**config.mk**
```make
export PLATFORM = sky130hd
export DESIGN_NAME = tr_capture
export DESIGN_NICKNAME = d
export VERILOG_FILES = /design/src/rtl/tr_capture_pkg.sv /design/src/rtl/tr_capture_mem.sv /design/src/rtl/tr_capture.sv
export SDC_FILE = /design/constraint.sdc
export NUM_CORES = 1
export LEC_CHECK = 0
export ABC_CLOCK_PERIOD_IN_PS = 5850
export CORE_MARGIN = 8
export CORE_UTILIZATION = 53
export DETAILED_ROUTE_END_ITERATION = 16
export PLACE_DENSITY = 0.78
export SLEW_MARGIN = 5
export SYNTH_ARGS = -nofsm -noshare
export SYNTH_HDL_FRONTEND = slang
export SYNTH_SLANG_ARGS = --single-unit
```
**constraint.sdc**
```tcl
create_clock -name clk -period 5.85 [get_ports clk]
set_clock_uncertainty 0.15 [all_clocks]
set_input_delay 0.8775 -clock clk [delete_from_list [all_inputs] [get_ports clk]]
set_output_delay 0.8775 -clock clk [all_outputs]
set_load 0.01 [all_outputs]
```
**src/rtl/tr_capture_pkg.sv**
```systemverilog
// Shared defaults and entry layout for the tr_capture transaction recorder.
package tr_capture_pkg;

  localparam int unsigned TRC_DW    = 32;
  localparam int unsigned TRC_DEPTH = 8;
  localparam int unsigned TRC_TSW   = 16;

  typedef struct packed {
    logic [TRC_DW-1:0]  data;
    logic [TRC_TSW-1:0] ts;
  } tr_entry_t;

endpackage

```
**src/rtl/tr_capture_mem.sv**
```systemverilog
// Entry storage for tr_capture: one synchronous write port, one asynchronous read port.
module tr_capture_mem #(
  parameter int unsigned WIDTH = 48,
  parameter int unsigned DEPTH = 8,
  localparam int unsigned AW   = $clog2(DEPTH)
) (
  input  logic             clk,
  input  logic             we,
  input  logic [AW-1:0]    waddr,
  input  logic [WIDTH-1:0] wdata,
  input  logic [AW-1:0]    raddr,
  output logic [WIDTH-1:0] rdata
);

  logic [WIDTH-1:0] mem [DEPTH];

  always_ff @(posedge clk) begin
    if (we) mem[waddr] <= wdata;
  end

  assign rdata = mem[raddr];

endmodule

```
**src/rtl/tr_capture.sv**
```systemverilog
// Timestamping transaction capture FIFO (first-word-fall-through).
// Define TR_CAPTURE_DROP_EN to drop-and-count on full instead of applying backpressure.
module tr_capture
  import tr_capture_pkg::*;
#(
  parameter int unsigned DW    = TRC_DW,
  parameter int unsigned DEPTH = TRC_DEPTH,
  parameter int unsigned TSW   = TRC_TSW
) (
  input  logic                     clk,
  input  logic                     rst,
  input  logic [DW-1:0]            in_data,
  input  logic                     in_valid,
  output logic                     in_ready,
  output logic [DW-1:0]            out_data,
  output logic [TSW-1:0]           out_ts,
  output logic                     out_valid,
  input  logic                     out_ready,
  output logic [$clog2(DEPTH):0]   level,
  output logic [15:0]              drop_cnt
);

  localparam int unsigned AW = $clog2(DEPTH);
  localparam int unsigned LW = AW + 1;
  localparam int unsigned EW = DW + TSW;

  logic [AW-1:0]  wr_ptr, rd_ptr;
  logic [LW-1:0]  count;
  logic [TSW-1:0] ts;
  logic [EW-1:0]  rd_entry;
  logic           full, push, pop;

  assign full      = (count == LW'(DEPTH));
  assign out_valid = (count != '0);
  assign level     = count;
  assign pop       = out_valid && out_ready;

`ifdef TR_CAPTURE_DROP_EN
  logic        drop;
  logic [15:0] drop_q;

  // A pop in the same cycle frees the slot the write lands in, so full+pop is accepted.
  assign in_ready = !rst;
  assign push     = in_valid && in_ready && (!full || pop);
  assign drop     = in_valid && in_ready && full && !pop;
  assign drop_cnt = drop_q;

  always_ff @(posedge clk or posedge rst) begin
    if (rst) begin
      drop_q <= '0;
    end else if (drop && drop_q != '1) begin
      drop_q <= drop_q + 16'd1;
    end
  end
`else
  assign in_ready = !rst && !full;
  assign push     = in_valid && in_ready;
  assign drop_cnt = '0;
`endif

  always_ff @(posedge clk or posedge rst) begin
    if (rst) begin
      wr_ptr <= '0;
      rd_ptr <= '0;
      count  <= '0;
      ts     <= '0;
    end else begin
      ts <= ts + TSW'(1);
      if (push) wr_ptr <= wr_ptr + AW'(1);
      if (pop)  rd_ptr <= rd_ptr + AW'(1);
      case ({push, pop})
        2'b10:   count <= count + LW'(1);
        2'b01:   count <= count - LW'(1);
        default: count <= count;
      endcase
    end
  end

  tr_capture_mem #(
    .WIDTH (EW),
    .DEPTH (DEPTH)
  ) u_mem (
    .clk   (clk),
    .we    (push),
    .waddr (wr_ptr),
    .wdata ({in_data, ts}),
    .raddr (rd_ptr),
    .rdata (rd_entry)
  );

  assign out_data = rd_entry[EW-1:TSW];
  assign out_ts   = rd_entry[TSW-1:0];

endmodule

```
==> results of run 1 <==
## kinds of logic after synthesis
group                      count (synthesis)  share of synthesized area [%]
DFF                                      410                           76.4
muxes                                    148                           17.9
buffers and inverters                     54                           1.99
and+or+nand+nor                           49                           1.67
xor gates and xnor gates                  20                           1.10
adders and majority gates                  7                          0.596
AOI/OAI and AO/OA                          6                          0.267
other                                      1                         0.0235
## worst max-delay path: cells and delay by family, from the launching register on
family   cells  cell delay, ns
buf+inv      2            1.07
mux          2            0.66
flops        1            1.04
## cell type report
cell class	count	area (um2)	share of cell area [%]
Timing Repair Buffer	105	1020	5.51
Inverter	10	37.5	0.202
Clock buffer	54	1090	5.89
Tap cell	390	488	2.63
Clock inverter	15	188	1.01
Sequential cell	410	12200	65.6
Multi-Input combinational cell	246	3560	19.1
## worst min path at each step
stage | start | end | cells past startpoint
CTS | level[2] | level[2] | 2
global placement | level[2] | level[2] | 2
global route | level[2] | level[2] | 2
floorplan | wr_ptr[2] | wr_ptr[2] | 1
detailed placement | level[2] | level[2] | 2
finish | level[2] | level[2] | 2
## power by group through the flow
stage	registers, mW	logic [mW]	clock network, mW
6_report	3.79	2.43	2.50
5_1_grt	3.84	2.60	2.66
4_1_cts	3.81	2.49	2.55
3_5_place_dp	3.87	2.48	0
3_3_place_gp	3.85	2.46	0
2_1_floorplan	3.58	1.78	0
## per-stage QoR
stage / std cells / hold WS [ns] / setup slack, ns / util, % / area (um2)
after floorplan: 710 / 0.392 / 0.609 / - / 16000
after global placement: 1161 / 0.403 / 1.96 / 58.4 / 17300
after detailed placement: 1161 / 0.401 / 1.89 / 58.4 / 17300
after CTS: 1230 / 0.422 / 1.42 / 62.7 / 18600
after global routing: 1230 / 0.458 / 1.32 / 62.7 / 18600
final: 1230 / 0.417 / 1.45 / 62.7 / 18600
## layer usage
metal,wire (um),vias up,track usage (%),part of all wire [%]
li1,-,3097,-,-
met1,12200,3671,21.8,42
met2,14400,207,26.3,50
met3,1710,38,3.55,5.9
met4,481,4,4.54,1.7
met5,25,-,0,0.087
## synthesized netlist by cell type, types with 2 or more instances
| cell | n |
|---|---|
| a21oi_1 | 2 |
| buf_2 | 11 |
| buf_4 | 16 |
| buf_6 | 4 |
| clkbuf_1 | 12 |
| dfrtp_1 | 26 |
| edfxtp_1 | 384 |
| ha_1 | 6 |
| inv_1 | 9 |
| mux2_1 | 2 |
| mux2_2 | 19 |
| mux2_4 | 30 |
| mux4_2 | 96 |
| nand2_1 | 6 |
| nand2b_1 | 2 |
| nand3_1 | 10 |
| nand4_1 | 3 |
| nor2_1 | 6 |
| nor3_1 | 8 |
| nor3b_1 | 3 |
| nor4_1 | 5 |
| or4b_1 | 2 |
| xnor2_1 | 9 |
| xor2_1 | 11 |
## registers in the layout, summed over array words and instances, names as in the netlist
register,flops
level,4
rd_ptr,3
ts,16
u_mem.mem,384
wr_ptr,3
==> results by group, run 1 <==
GRT
  – Initial antenna violation count: 2
  – Vias in the first global route: 7439
  – Overall routing resource usage: 16.2%
  – Largest net degree at the start of global routing: 68
  – First-pass GRT wire length: 44400 um
  – Grt ovf: 0

Clock network
  – CTS Buffer Depth: 3
  – Worst-skew pair later-pin latency: 0.53 ns
  – Root Buffer: clkbuf_16
  – Clock sink count: 410
  – Reg clk slew, reported paths: 0.06 ns
  – Buffer count from post-CTS setup fixing: 0
  – PostCTS Resize Cnt: 0
  – CTS Hold Bufs: 0
  – H-tree depth: 2
  – CTS tree: built
  – Cts bufs inserted: 40

Worst setup path
  – CP endpoint kind: output port
  – Worst R2R End: level[3]
  – Slowest cell delay on critical path: 1.04 ns
  – WS Path Type: reg -> out
  – Reg2reg path depth: 7
  – Critical Path RT: 4.82 ns
  – Startpoint types: flop
  – Worst Setup SP: rd_ptr[1]
  – Internal reg-to-reg setup slack: 2.75 ns
  – Arr. time, crit path: 3.37 ns
  – CP Max Fanout: 67
  – Worst r2r src: level[0]
  – CP Cell Sequence: buf_4, mux4_2, mux2_4, clkdlybuf4s50_1
  – CP max-delay cell: dfrtp_4
  – Crit path to: out_data[20]

Floorplan
  – Initial Util: 53.8%
  – Die Width: 189 um
  – Die outline height: 189 um
  – Ports: 106
  – Placement row count: 63
  – Die ar.: 35900 um2
  – Core footprint: 29600 um2

Route
  – Post-DRT Antenna Nets: 0
  – Drt via density: 5.70
  – WL/cell: 23.4 um
  – Via count: 7017
  – DR pass1 iterations: 5
  – WL final: 28800 um
  – Drt drc: 0
  – Initial DRC Count: 523

Cells and area
  – Ant diodes: 0
  – Fraction of layout cells with a size suffix above 1: 27.1%
  – Commonest non-fill, non-tap cell in the layout: edfxtp_1
  – Fill count: 2010
  – Layout Nets: 856
  – Most frequent cells in the layout: 384 x edfxtp_1, 96 x mux4_2, 89 x clkdlybuf4s50_1, 41 x clkbuf_16, 30 x mux2_4
  – Layout area overhead: 16.6%

Logic synthesis
  – Primary FF master, synth: edfxtp_1
  – Post-Synthesis Cells: 695
  – Post-synth top area share: 72.3%
  – Synthesized cell area: 15900 um2
  – Post-synth EDFFs: 384
  – Post-synthesis sequential area ratio: 76.4%
  – Synth area leader: edfxtp_1
  – Area contributors post-synth: edfxtp_1 72%, mux4_2 14%, dfrtp_1 4.1%, mux2_4 2.8%, mux2_2 1.3%
  – Library cells used by synthesis: 37
  – Post-synth ARST share: 6.34%
  – Avg Inst Size Synth: 22.9 um2
  – Flops & latches, synth: 410
  – Synth warn: 0

Power and ir drop
  – Internal: 6.43 mW
  – PD cells: 470 nW/um2
  – Sw Share: 26.4%
  – Combinational cell fraction of total power: 27.8%
  – Sequential power share: 43.5%
  – Total power draw: 8.73 mW
  – Leakage: 6.24 nW
  – VDD IR-drop max: 0.000362 V
  – Psw: 2.30 mW
  – Clock power frac: 28.7%

Place
  – Port bufs: 89
  – DP HPWL: 16500 um
  – Gpl congestion: 0.699

Timing
  – Fin crit share: 75.1%
  – Final setup fails: 0
  – Measured slew at the worst slew-check pin: 1.03 ns
  – Final setup TNS: 0 ns
  – Slew margin rel.: 31.1%
  – Minimum clock period after layout: 4.40 ns
  – RSZ-0062 raised after global routing: false
  – Pins Over Slew Limit: 0
  – Final hold violations: 0
  – Highest Clock Rate: 228 MHz

Hold path
  – Hold Path Class: reg -> reg

Run
  – Max_cap viols: 0

Run status
  – Status: completed
Power figures use the tool's default switching activity.
==> run 2: changes to the inputs <==
--- a/config.mk
+++ b/config.mk
@@ -5,7 +5,7 @@
 export SDC_FILE = /design/constraint.sdc
 export NUM_CORES = 1
 export LEC_CHECK = 0
-export ABC_CLOCK_PERIOD_IN_PS = 5850
+export ABC_CLOCK_PERIOD_IN_PS = 3900
 export CORE_MARGIN = 8
 export CORE_UTILIZATION = 53
 export DETAILED_ROUTE_END_ITERATION = 16
==> constraint.sdc (replaced) <==
create_clock -name clk -period 3.9 [get_ports clk]
set_clock_uncertainty 0.15 [all_clocks]
set_input_delay 0.585 -clock clk [delete_from_list [all_inputs] [get_ports clk]]
set_output_delay 0.585 -clock clk [all_outputs]
set_load 0.01 [all_outputs]
==> run 2 against run 1 <==
Compared with the run above: flip-flop and latch count stayed put; count of clock-buffer cells in the layout is 7 lower; register-to-register slack worse by 1.9 ns; via count is 1.9% higher; worst setup slack worse by 1.1 ns; first-iteration DRC count is 0.76% higher; die area stayed put; utilization is 0.27 points higher; largest cell class unchanged.
==> results by group, run 2 (same netlist as run 1, synthesis figures left out) <==
Floorplan
  – Die Width: 189 um
  – Die outline height: 189 um
  – Die ar.: 35900 um2
  – Core footprint: 29600 um2
  – Placement row count: 63
  – Initial Util: 53.8%
  – Ports: 106

Worst setup path
  – Internal reg-to-reg setup slack: 0.85 ns
  – WS Path Type: reg -> out
  – Startpoint types: flop
  – CP Max Fanout: 44
  – Levels on crit path: 4
  – Worst Setup SP: rd_ptr[1]
  – Worst path top cell family by delay: flip-flops
  – Critical Path RT: 3.16 ns
  – Reg2reg path depth: 8
  – CP max-delay cell: dfrtp_4
  – Worst R2R End: level[3]
  – Worst r2r src: level[0]
  – CP Cell Sequence: buf_4, mux4_2, mux2_4, clkdlybuf4s50_1
  – Buf/Inv on CP: 2
  – Arr. time, crit path: 2.86 ns
  – CP endpoint kind: output port
  – Slowest cell delay on critical path: 0.89 ns

Power and ir drop
  – Internal: 9.54 mW
  – Leakage: 6.29 nW
  – VDD IR-drop max: 0.000499 V
  – Combinational cell fraction of total power: 30.8%
  – Total power draw: 13.0 mW
  – PD cells: 698 nW/um2
  – Sequential power share: 41.5%
  – Psw: 3.48 mW
  – Sw Share: 26.8%
  – Clock power frac: 27.6%

Route
  – Via count: 7147
  – Drt via density: 5.75
  – Drt drc: 0
  – Post-DRT Antenna Nets: 0
  – DR pass1 iterations: 5
  – Initial DRC Count: 527
  – WL final: 29700 um
  – WL/cell: 23.9 um

Timing
  – Highest Clock Rate: 278 MHz
  – Measured slew at the worst slew-check pin: 0.706 ns
  – Fin crit share: 92.1%
  – RSZ-0062 raised after global routing: false
  – Slew margin rel.: 53.0%
  – Minimum clock period after layout: 3.59 ns
  – Final worst-path setup slack: 0.308 ns
  – Final setup fails: 0
  – Pins Over Slew Limit: 0
  – Final hold violations: 0

Clock network
  – Clock sink count: 410
  – Cts bufs inserted: 40
  – PostCTS Resize Cnt: 0
  – Root Buffer: clkbuf_16
  – CTS tree: built
  – CTS Buffer Depth: 3
  – Worst-skew pair later-pin latency: 0.52 ns
  – H-tree depth: 2
  – Buffer count from post-CTS setup fixing: 0
  – CTS Hold Bufs: 0
  – Reg clk slew, reported paths: 0.06 ns

Cells and area
  – Area taken by multi-input logic gates: 3560 um2
  – Most frequent cells in the layout: 384 x edfxtp_1, 96 x mux4_2, 89 x clkdlybuf4s50_1, 41 x clkbuf_16, 30 x mux2_4
  – Fraction of layout cells with a size suffix above 1: 28.2%
  – Final Core Density: 63.0%
  – Final instance area: 18700 um2
  – Layout Nets: 866
  – Ant diodes: 0
  – Register area: 12200 um2
  – Layout area overhead: 17.1%
  – Commonest non-fill, non-tap cell in the layout: edfxtp_1
  – Largest register FFs: 384
  – Fill count: 2020
  – Finished Layout Cells: 1244
  – Reg with most FFs: u_mem.mem

Place
  – Gpl congestion: 0.746
  – DP HPWL: 16500 um
  – Placed Cells: 1171
  – Setup WS pre-CTS: 0.643 ns
  – Port bufs: 89
  – Post-place instance area: 17400 um2

GRT
  – Vias in the first global route: 7701
  – Largest net degree at the start of global routing: 49
  – Grt ovf: 0
  – Initial antenna violation count: 0
  – Overall routing resource usage: 16.6%
  – First-pass GRT wire length: 45400 um

Hold path
  – Hold Path Class: in -> async

Run status
  – Status: completed

Run
  – Max_cap viols: 0
[run 2: changes by cell type in the layout (fill, tap and decap cells not counted)]
| cell | change |
|---|---|
| clkbuf_1 | -5 |
| dfrtp_4 | -1 |
| buf_4 | +6 |
| clkinv_2 | +7 |
| nor3_4 | +1 |
| clkinv_4 | +1 |
| dfrtp_2 | +1 |
| nor3_2 | -1 |
| inv_6 | -1 |
| clkbuf_8 | -2 |
| bufinv_16 | -2 |
| buf_12 | +4 |
| clkinv_1 | +6 |
[run 2: cell type report]
type	count	area share, %
well taps	390	2.61
inverters	10	0.201
clock buffers	47	5.62
repair buffers	115	6.16
multi-input cells	246	19.1
flip-flops and latches	410	65.3
clock inverters	26	0.992
[run 2: how the worst max path moves through the flow]
stage,to,slack (ns)
global route,out_data[9],0.19
CTS,out_ts[11],0.24
finish,out_data[9],0.31
floorplan,u_mem.mem[2][0],-1.05
global placement,level[3],0.69
detailed placement,level[3],0.64
[run 2: through the flow]
step	hold WS [ns]	setup TNS (ns)
6_report	0.334	0
5_1_grt	0.388	0
4_1_cts	0.334	0
3_5_place_dp	0.417	0
3_3_place_gp	0.404	0
2_1_floorplan	0.392	-164.93
[run 2: power groups by stage]
stage | clock network, mW | registers (mW) | logic (mW)
floorplan | 0 | 5.37 | 2.67
global placement | 0 | 5.49 | 4.07
detailed placement | 0 | 5.51 | 4.10
CTS | 3.67 | 5.42 | 4.13
global route | 3.83 | 5.45 | 4.31
finish | 3.60 | 5.41 | 4.02
[run 2: routing by layer]
| layer | GRT usage (%) | up-vias | share of wire, % |
|---|---|---|---|
| li1 | - | 3114 | - |
| met1 | 22.5 | 3783 | 43 |
| met2 | 27.6 | 200 | 50 |
| met3 | 3.04 | 50 | 4.8 |
| met4 | 4.45 | 0 | 1.9 |
| met5 | 0 | - | 0 |
[run 2: worst reg2reg max path: cells and delay by family, from the launching register on]
kind	cells	cell delay, ns
adder cells (fa/ha/maj)	2	0.66
AO/OA/AOI/OAI	2	0.23
buffers and inverters	1	0.06
AND/OR/NAND/NOR	3	1.36
flip-flops	1	0.45
==> run 3: changes to the inputs <==
--- a/config.mk
+++ b/config.mk
@@ -6,6 +6,7 @@
 export NUM_CORES = 1
 export LEC_CHECK = 0
 export ABC_CLOCK_PERIOD_IN_PS = 3900
+export CAP_MARGIN = 5
 export CORE_MARGIN = 8
 export CORE_UTILIZATION = 53
 export DETAILED_ROUTE_END_ITERATION = 16
==> results of run 3 <==
Final layout, timing and power as in run 2 (identical DEF).
